**src/rtl/stopwatch_bcd_if.sv**
```systemverilog
// rtl/stopwatch_bcd_if.sv - control pulses and display outputs of stopwatch_bcd
interface stopwatch_bcd_if;
    logic        start_stop;
    logic        zero;
    logic        lap;
    logic [15:0] x;
    logic        running;
    logic        overflow;

    modport master (
        output start_stop, zero, lap,
        input  x, running, overflow
    );

    modport slave (
        input  start_stop, zero, lap,
        output x, running, overflow
    );
endinterface

```
**src/rtl/stopwatch_bcd.sv**
```systemverilog
// rtl/stopwatch_bcd.sv - centisecond BCD stopwatch (SS.CC) for a 4-digit display
// Optional lap freeze of the displayed value is built when LAP_EN is defined.
module stopwatch_bcd #(
    parameter int CLK_HZ   = 100_000_000,
    parameter int TICK_DIV = CLK_HZ / 100
) (
    input  logic            clk,
    input  logic            clr_n,
    stopwatch_bcd_if.slave  bus
);
    localparam int PW = (TICK_DIV > 2) ? $clog2(TICK_DIV) : 1;
    localparam logic [PW-1:0] PRESC_LAST = PW'(TICK_DIV - 1);

    typedef enum logic [1:0] {IDLE, RUN, PAUSE, OVF} state_t;

    state_t        state, state_nxt;
    logic [PW-1:0] presc;
    logic [15:0]   digits;
    logic [15:0]   digits_inc;
    logic [15:0]   x_src;
    logic [15:0]   x_q;
    logic          running_q, overflow_q;
    logic          running_nxt, overflow_nxt;
    logic          tick;
    logic          all_nine;
    logic          carry;

    assign tick     = (state == RUN) && (presc == PRESC_LAST);
    assign all_nine = (digits == 16'h9999);

    always_comb begin
        state_nxt = state;
        unique case (state)
            IDLE:    if (bus.start_stop) state_nxt = RUN;
            RUN: begin
                if (tick && all_nine)     state_nxt = OVF;
                else if (bus.start_stop)  state_nxt = PAUSE;
            end
            PAUSE: begin
                if (bus.zero)             state_nxt = IDLE;
                else if (bus.start_stop)  state_nxt = RUN;
            end
            OVF:     if (bus.zero) state_nxt = IDLE;
            default: state_nxt = IDLE;
        endcase
        running_nxt  = (state_nxt == RUN);
        overflow_nxt = (state_nxt == OVF);
    end

    // Ripple the +1 through the four decades; a 9 wraps to 0 and passes the carry on.
    always_comb begin
        digits_inc = digits;
        carry      = 1'b1;
        for (int i = 0; i < 4; i++) begin
            if (carry) begin
                if (digits[i*4 +: 4] == 4'd9) begin
                    digits_inc[i*4 +: 4] = 4'd0;
                end else begin
                    digits_inc[i*4 +: 4] = digits[i*4 +: 4] + 4'd1;
                    carry                = 1'b0;
                end
            end
        end
    end

`ifdef LAP_EN
    logic        frozen;
    logic [15:0] snap;

    always_ff @(posedge clk or negedge clr_n) begin
        if (!clr_n) begin
            frozen <= 1'b0;
            snap   <= 16'h0000;
        end else if (state_nxt == IDLE || state_nxt == OVF) begin
            frozen <= 1'b0;
        end else if (state == RUN && bus.lap) begin
            frozen <= !frozen;
            if (!frozen) snap <= digits;
        end
    end

    assign x_src = frozen ? snap : digits;
`else
    logic lap_unused;
    assign lap_unused = bus.lap;
    assign x_src      = digits;
`endif

    always_ff @(posedge clk or negedge clr_n) begin
        if (!clr_n) begin
            state      <= IDLE;
            presc      <= '0;
            digits     <= 16'h0000;
            x_q        <= 16'h0000;
            running_q  <= 1'b0;
            overflow_q <= 1'b0;
        end else begin
            state      <= state_nxt;
            running_q  <= running_nxt;
            overflow_q <= overflow_nxt;
            x_q        <= (state == OVF) ? 16'hAAAA : x_src;

            if (state_nxt == IDLE)  presc <= '0;
            else if (tick)          presc <= '0;
            else if (state == RUN)  presc <= presc + 1'b1;

            // The tick that lands on 99.99 moves to OVF and leaves the digits pinned.
            if (state_nxt == IDLE)         digits <= 16'h0000;
            else if (tick && !all_nine)    digits <= digits_inc;
        end
    end

    assign bus.x        = x_q;
    assign bus.running  = running_q;
    assign bus.overflow = overflow_q;
endmodule
```
**src/flat_wrapper.sv**
```systemverilog
// flat-port wrapper written by rule: the top's interface ports become plain ports
module stopwatch_bcd_flat 
#(
    parameter int CLK_HZ   = 100_000_000,
    parameter int TICK_DIV = CLK_HZ / 100
)
  (clk, clr_n, bus_start_stop, bus_zero, bus_lap, bus_x, bus_running, bus_overflow);
  stopwatch_bcd_if bus_i ();
  input  logic clk;
  input  logic clr_n;
  input wire logic [$bits(bus_i.start_stop)-1:0] bus_start_stop;
  input wire logic [$bits(bus_i.zero)-1:0] bus_zero;
  input wire logic [$bits(bus_i.lap)-1:0] bus_lap;
  output wire logic [$bits(bus_i.x)-1:0] bus_x;
  output wire logic [$bits(bus_i.running)-1:0] bus_running;
  output wire logic [$bits(bus_i.overflow)-1:0] bus_overflow;
  assign bus_i.start_stop = bus_start_stop;
  assign bus_i.zero = bus_zero;
  assign bus_i.lap = bus_lap;
  assign bus_x = bus_i.x;
  assign bus_running = bus_i.running;
  assign bus_overflow = bus_i.overflow;
  stopwatch_bcd #(.CLK_HZ(CLK_HZ), .TICK_DIV(TICK_DIV)) u_core (.clk(clk), .clr_n(clr_n), .bus(bus_i));
endmodule
```
**config.mk**
```make
export PLATFORM = sky130hd
export DESIGN_NAME = stopwatch_bcd_flat
export DESIGN_NICKNAME = d
export VERILOG_FILES = /design/src/rtl/stopwatch_bcd_if.sv /design/src/rtl/stopwatch_bcd.sv /design/src/flat_wrapper.sv
export SDC_FILE = /design/constraint.sdc
export NUM_CORES = 1
export LEC_CHECK = 0
export BUFFER_PORTS_ARGS = -buffer_cell sky130_fd_sc_hd__buf_4
export CAP_MARGIN = 5
export CORE_MARGIN = 3
export CORE_UTILIZATION = 25
export DETAILED_ROUTE_END_ITERATION = 6
export HOLD_SLACK_MARGIN = 0.03
export SYNTH_ARGS = -nofsm -noshare
export SYNTH_HDL_FRONTEND = slang
export SYNTH_SLANG_ARGS = --single-unit
```
**constraint.sdc**
```tcl
create_clock -name clk -period 4.95 [get_ports clk]
set_input_delay 0.99 -clock clk [delete_from_list [all_inputs] [get_ports clk]]
set_output_delay 0.99 -clock clk [all_outputs]
set_load 0.02 [all_outputs]
```
### After elaboration in Yosys (flattened, before gate mapping)

Index checks and enable logic that the tools add are counted.

| word-level totals | value |
|---|---|
| register bits | 56 |
| bits of input ports | 5 |
| logic and storage cells | 63 |

| cells by class | value |
|---|---|
| add/subtract/negate cells | 5 |
| eq/ne operators | 11 |
| multiplexer cells | 24 |
| reductions and logical operators | 14 |

Operators by type and width:

| cell | count |
|---|---|
| 20-bit two-way mux | 3 |
| 16-bit two-way mux | 3 |
| 4-bit two-way mux | 7 |
| 20-bit by 1-bit adder with 20-bit output, second input constant | 1 |
| 20-bit equality test, second input constant | 1 |
| 4-bit by 1-bit adder with 4-bit output, second input constant | 4 |
| 16-bit equality test, second input constant | 1 |
| 4-bit equality test, second input constant | 4 |
| 2-bit two-way mux | 5 |
| 2-bit one-hot mux with 4 select lines | 1 |
| 2-bit nonzero test | 4 |
| 2-bit equality test, second input constant | 3 |
| 2-bit AND reduction | 3 |
| 1-bit two-way mux | 5 |
| 2-bit by 1-bit equality test with 1-bit output, second input constant | 2 |
| 2-bit zero test | 2 |
| 1-bit logical AND | 3 |
| 3-bit nonzero test | 1 |
| 1-bit zero test | 1 |

### Logic depth before layout (Yosys ltp)

| logic depth | value |
|---|---|
| depth in word-level cells | 8 |
| mapped depth | 8 |

### Least setup slack after synthesis

Ideal clock, no wire load.

| timing | value |
|---|---|
| path kind | input to register |
| from | input port bus_start_stop |
| to | register u_core.presc[4] |
| arrival time | 2.041 ns |
| data required time | 4.816 ns |
| path slack | 2.775 ns |
| cell stages on the path | 5 |
| path buffers | 1 |
| path through | o31ai_1 -> nor2_1 -> clkbuf_1 -> nand2_1 -> o21ai_0 |

| on the way | value |
|---|---|
| cells in the longest elaborated chain, start to end | 5 |
| elaborated cells between the ends (all ways) | 8 |
| those cells by class | mux: 6; reduce/logical: 2 |

Ends and longest elaborated chain:

| item | RTL line | text |
|---|---|---|
| start, declared | flat_wrapper.sv:11 | `input wire logic [$bits(bus_i.start_stop)-1:0] bus_start_stop;` |
| 2-bit two-way mux, on equally long branches | stopwatch_bcd.sv:34, stopwatch_bcd.sv:41, stopwatch_bcd.sv:37 |  |
| 2-bit two-way mux, on equally long branches | stopwatch_bcd.sv:40, stopwatch_bcd.sv:36 |  |
| 2-bit one-hot mux with 4 select lines * | stopwatch_bcd.sv:33 | `unique case (state)` |
| 2-bit zero test * | stopwatch_bcd.sv:103 | `if (state_nxt == IDLE) presc <= '0;` |
| 3-bit nonzero test (no source line) / 20-bit two-way mux (equally long branches) | - |  |
| end signal, assigned | stopwatch_bcd.sv:105 | `else if (state == RUN) presc <= presc + 1'b1;` |
| end, declared | stopwatch_bcd.sv:17 | `logic [PW-1:0] presc;` |

Mark *: on every way between the ends. The rest lies on a longest branch, timed or not.
A chain may end at the register's enable or synchronous reset.

### Worst setup path in the final report

| timing | value |
|---|---|
| from | register u_core.presc[3] |
| to | register u_core.presc[19] |

| on the way | value |
|---|---|
| cells in the longest elaborated chain, start to end | 7 |
| elaborated cells between the ends (all ways) | 11 |
| those cells by class | add/sub: 1; eq/ne: 1; mux: 5; reduce/logical: 4 |

Ends and longest elaborated chain:

| item |
|---|
| branches (longest 7 deep; another with 20-bit by 1-bit adder with 20-bit output) |

Parallel ways; which one is timed is not known. The select of a mux whose other input is x is not followed.

==> flow_summary.toml <==
[placement]
io_buffers = 21
dp_slack_ps = 2280
gp_congestion = 0.778
dp_cells = 450
hpwl_um = 3980

[timing]
finalClockSkew_ps = 6.01
period_minus_slack_ps = 2420
setup-violations-final = 0
fmax_mhz = 414
fin_crit_sh_pct = 48.8
hold_violations = 0
timing.final.ws_setup_ps = 2530
worst_pin_slew_ps = 1210
drv_slew = 0
fin_setup_tns_ps = 0
rsz0062_at_grt = "false"
whs_ps = 513
slew_headroom_pct = 18.9

[power_and_ir_drop]
p_int_uw = 793
p_clk_share_pct = 29.5
peakVddDrop_mv = 0.161
seq_power_share_pct = 46.1
comb_power_share_pct = 24.4
leakagePower_uw = 0.00145
power.density_nw_per_um2 = 361
power.switching_uw = 400
sw_frac_of_total_pct = 33.5

[final_layout]
layout_commonest_cell = "dfrtp_1"
mostFrequentLayoutCells = "dfrtp_1, nand2_1, nand3_1, buf_4, o21ai_0"
diodes = 0
syn2layout_area_growth_pct = 15.7
fin_cells = 458
drive_gt1_share_pct = 12.3
nets = 331

[critical_path]
crit_fanout = 11
start_kind = "flop"
required_ps = 5120
end_kind = "flop"
critPathArrivalTime_ps = 2590
reg2reg_slack_ps = 2530
crit_type = "reg -> reg"

[global_routing]
antenna_found_initial = 0
grt_pass1_wl_um = 10000
grt_pass1_vias = 2105
grt_max_degree = 57
grt-ovfl-total = 0
grt_usage_pct = 9.40

[hold_path]
min_path_type = "reg -> reg"

[synthesis]
synth-seq-cells = 56
synthFlopType = "dfrtp_1"
yosysTopAreaCellShare_pct = 49.0
synth_edf_count = 0
async_reset_ff_share_pct = 100
synth_largest_area_cell = "dfrtp_1"
synth_warnings = 0
syn_avg_cell_area_um2 = 9.56
synthCells = 299
synth_area_um2 = 2860
synthesis.nets = 313
synth.distinct_cells = 47
synth_area_leaders = "dfrtp_1, nand2_1, nand3_1"
seq_area_frac_synth_pct = 49.0

[cts]
cts_tree = "done"
insertion_delay_ps = 290
cts-resized-gates = 0
ctsRootBufferMaster = "clkbuf_16"
post_cts_buffers = 0
postCtsHoldBufs = 0
clock_sinks = 56
clockBufferDepth = 2
numCtsBuffers = 5
htreeDepth = 2
clk_pin_slew_worst_paths_ps = 70

[floorplanning]
die_x_um = 113
rows = 38
core_um2 = 11000
die_area_um2 = 12800
dieHeight_um = 113
io_pins = 23
initial_utilization_pct = 25.9

[routing]
first_iter_violations = 117
dr.pass1.iters = 4
vias_per_cell = 4.92
routedWlPerCell_um = 12.5
drc = 0
vias = 2252
wirelength_um = 5740
ant_nets = 0

[outcome]
outcome = "finished clean"

[job]
maxCapViolCount = 0
## registers in the layout, summed over array words and instances, names as in the netlist
name / cells
u_core.presc: 20
u_core.state: 2
u_core.bus.running: 1
u_core.bus.overflow: 1
u_core.bus.x: 16
u_core.digits: 16
## worst paths after layout
check | startpoint | end | cells after the start
worst max register to register | u_core.presc[3] | u_core.presc[19] | 6
worst min-delay path | u_core.digits[3] | u_core.bus.x[3] | 1
max in group asynchronous | clr_n | u_core.presc[15] | 1
min in group asynchronous | clr_n | u_core.bus.x[6] | 1
worst max-delay path | u_core.presc[3] | u_core.presc[19] | 6
worst min register to register | u_core.digits[3] | u_core.bus.x[3] | 1
## synthesized netlist by cell type (8+ instances only)
library cell,number
dfrtp_1,56
inv_1,8
a21oi_1,17
or3_1,16
nor2_1,10
nand4_1,8
o21ai_0,19
nand2b_1,9
nor3_1,8
and2_1,9
nand3_1,23
nand2_1,38
ha_1,9
## worst max-delay path, cell delays in order, from the launching register on
cell,delay [ps]
dfrtp_1,410
nand3_1,330
or3_4,520
o21ai_0,580
buf_4,270
or3_1,110
nand3_1,70
## cell type report
class	instances	area (um2)
fill	1157	7720
sequential	56	1400
multi-input combinational	223	1380
tap	140	175
timing repair buffer	23	173
clock buffer	5	125
inverter	8	30.0
clock inverter	3	21.3
## stage by stage
stage          utilization [%]  total power (uW)  area, um2
3_5_place_dp              28.7               856       3160
2_1_floorplan                -               739       2860
4_1_cts                   30.0              1210       3310
5_1_grt                   30.0              1260       3310
6_report                  30.0              1190       3310
3_3_place_gp              28.7               851       3160
## routing by layer
metal | share of wire [%] | vias up | global-route usage [%]
li1 | - | 1117 | -
met1 | 47 | 1099 | 12.2
met2 | 48 | 30 | 15.6
met3 | 3.9 | 6 | 2.46
met4 | 1.1 | 0 | 2.40
met5 | 0 | - | 0
## power by group through the flow
stage	combinational [uW]	clock, uW	sequential, uW
2_1_floorplan	170	0	569
4_1_cts	296	361	549
6_report	291	352	549
5_1_grt	321	379	558
3_3_place_gp	294	0	557
3_5_place_dp	298	0	558
## kinds of logic after synthesis
kind of cell / synth area share (%)
adder cells (fa/ha/maj): 3.94
flip-flops: 49.0
buffers and inverters: 2.84
AND/OR/NAND/NOR: 28.9
multiplexers: 1.40
XOR/XNOR: 1.23
AO/OA/AOI/OAI: 12.7
Power figures use the tool's default switching activity.
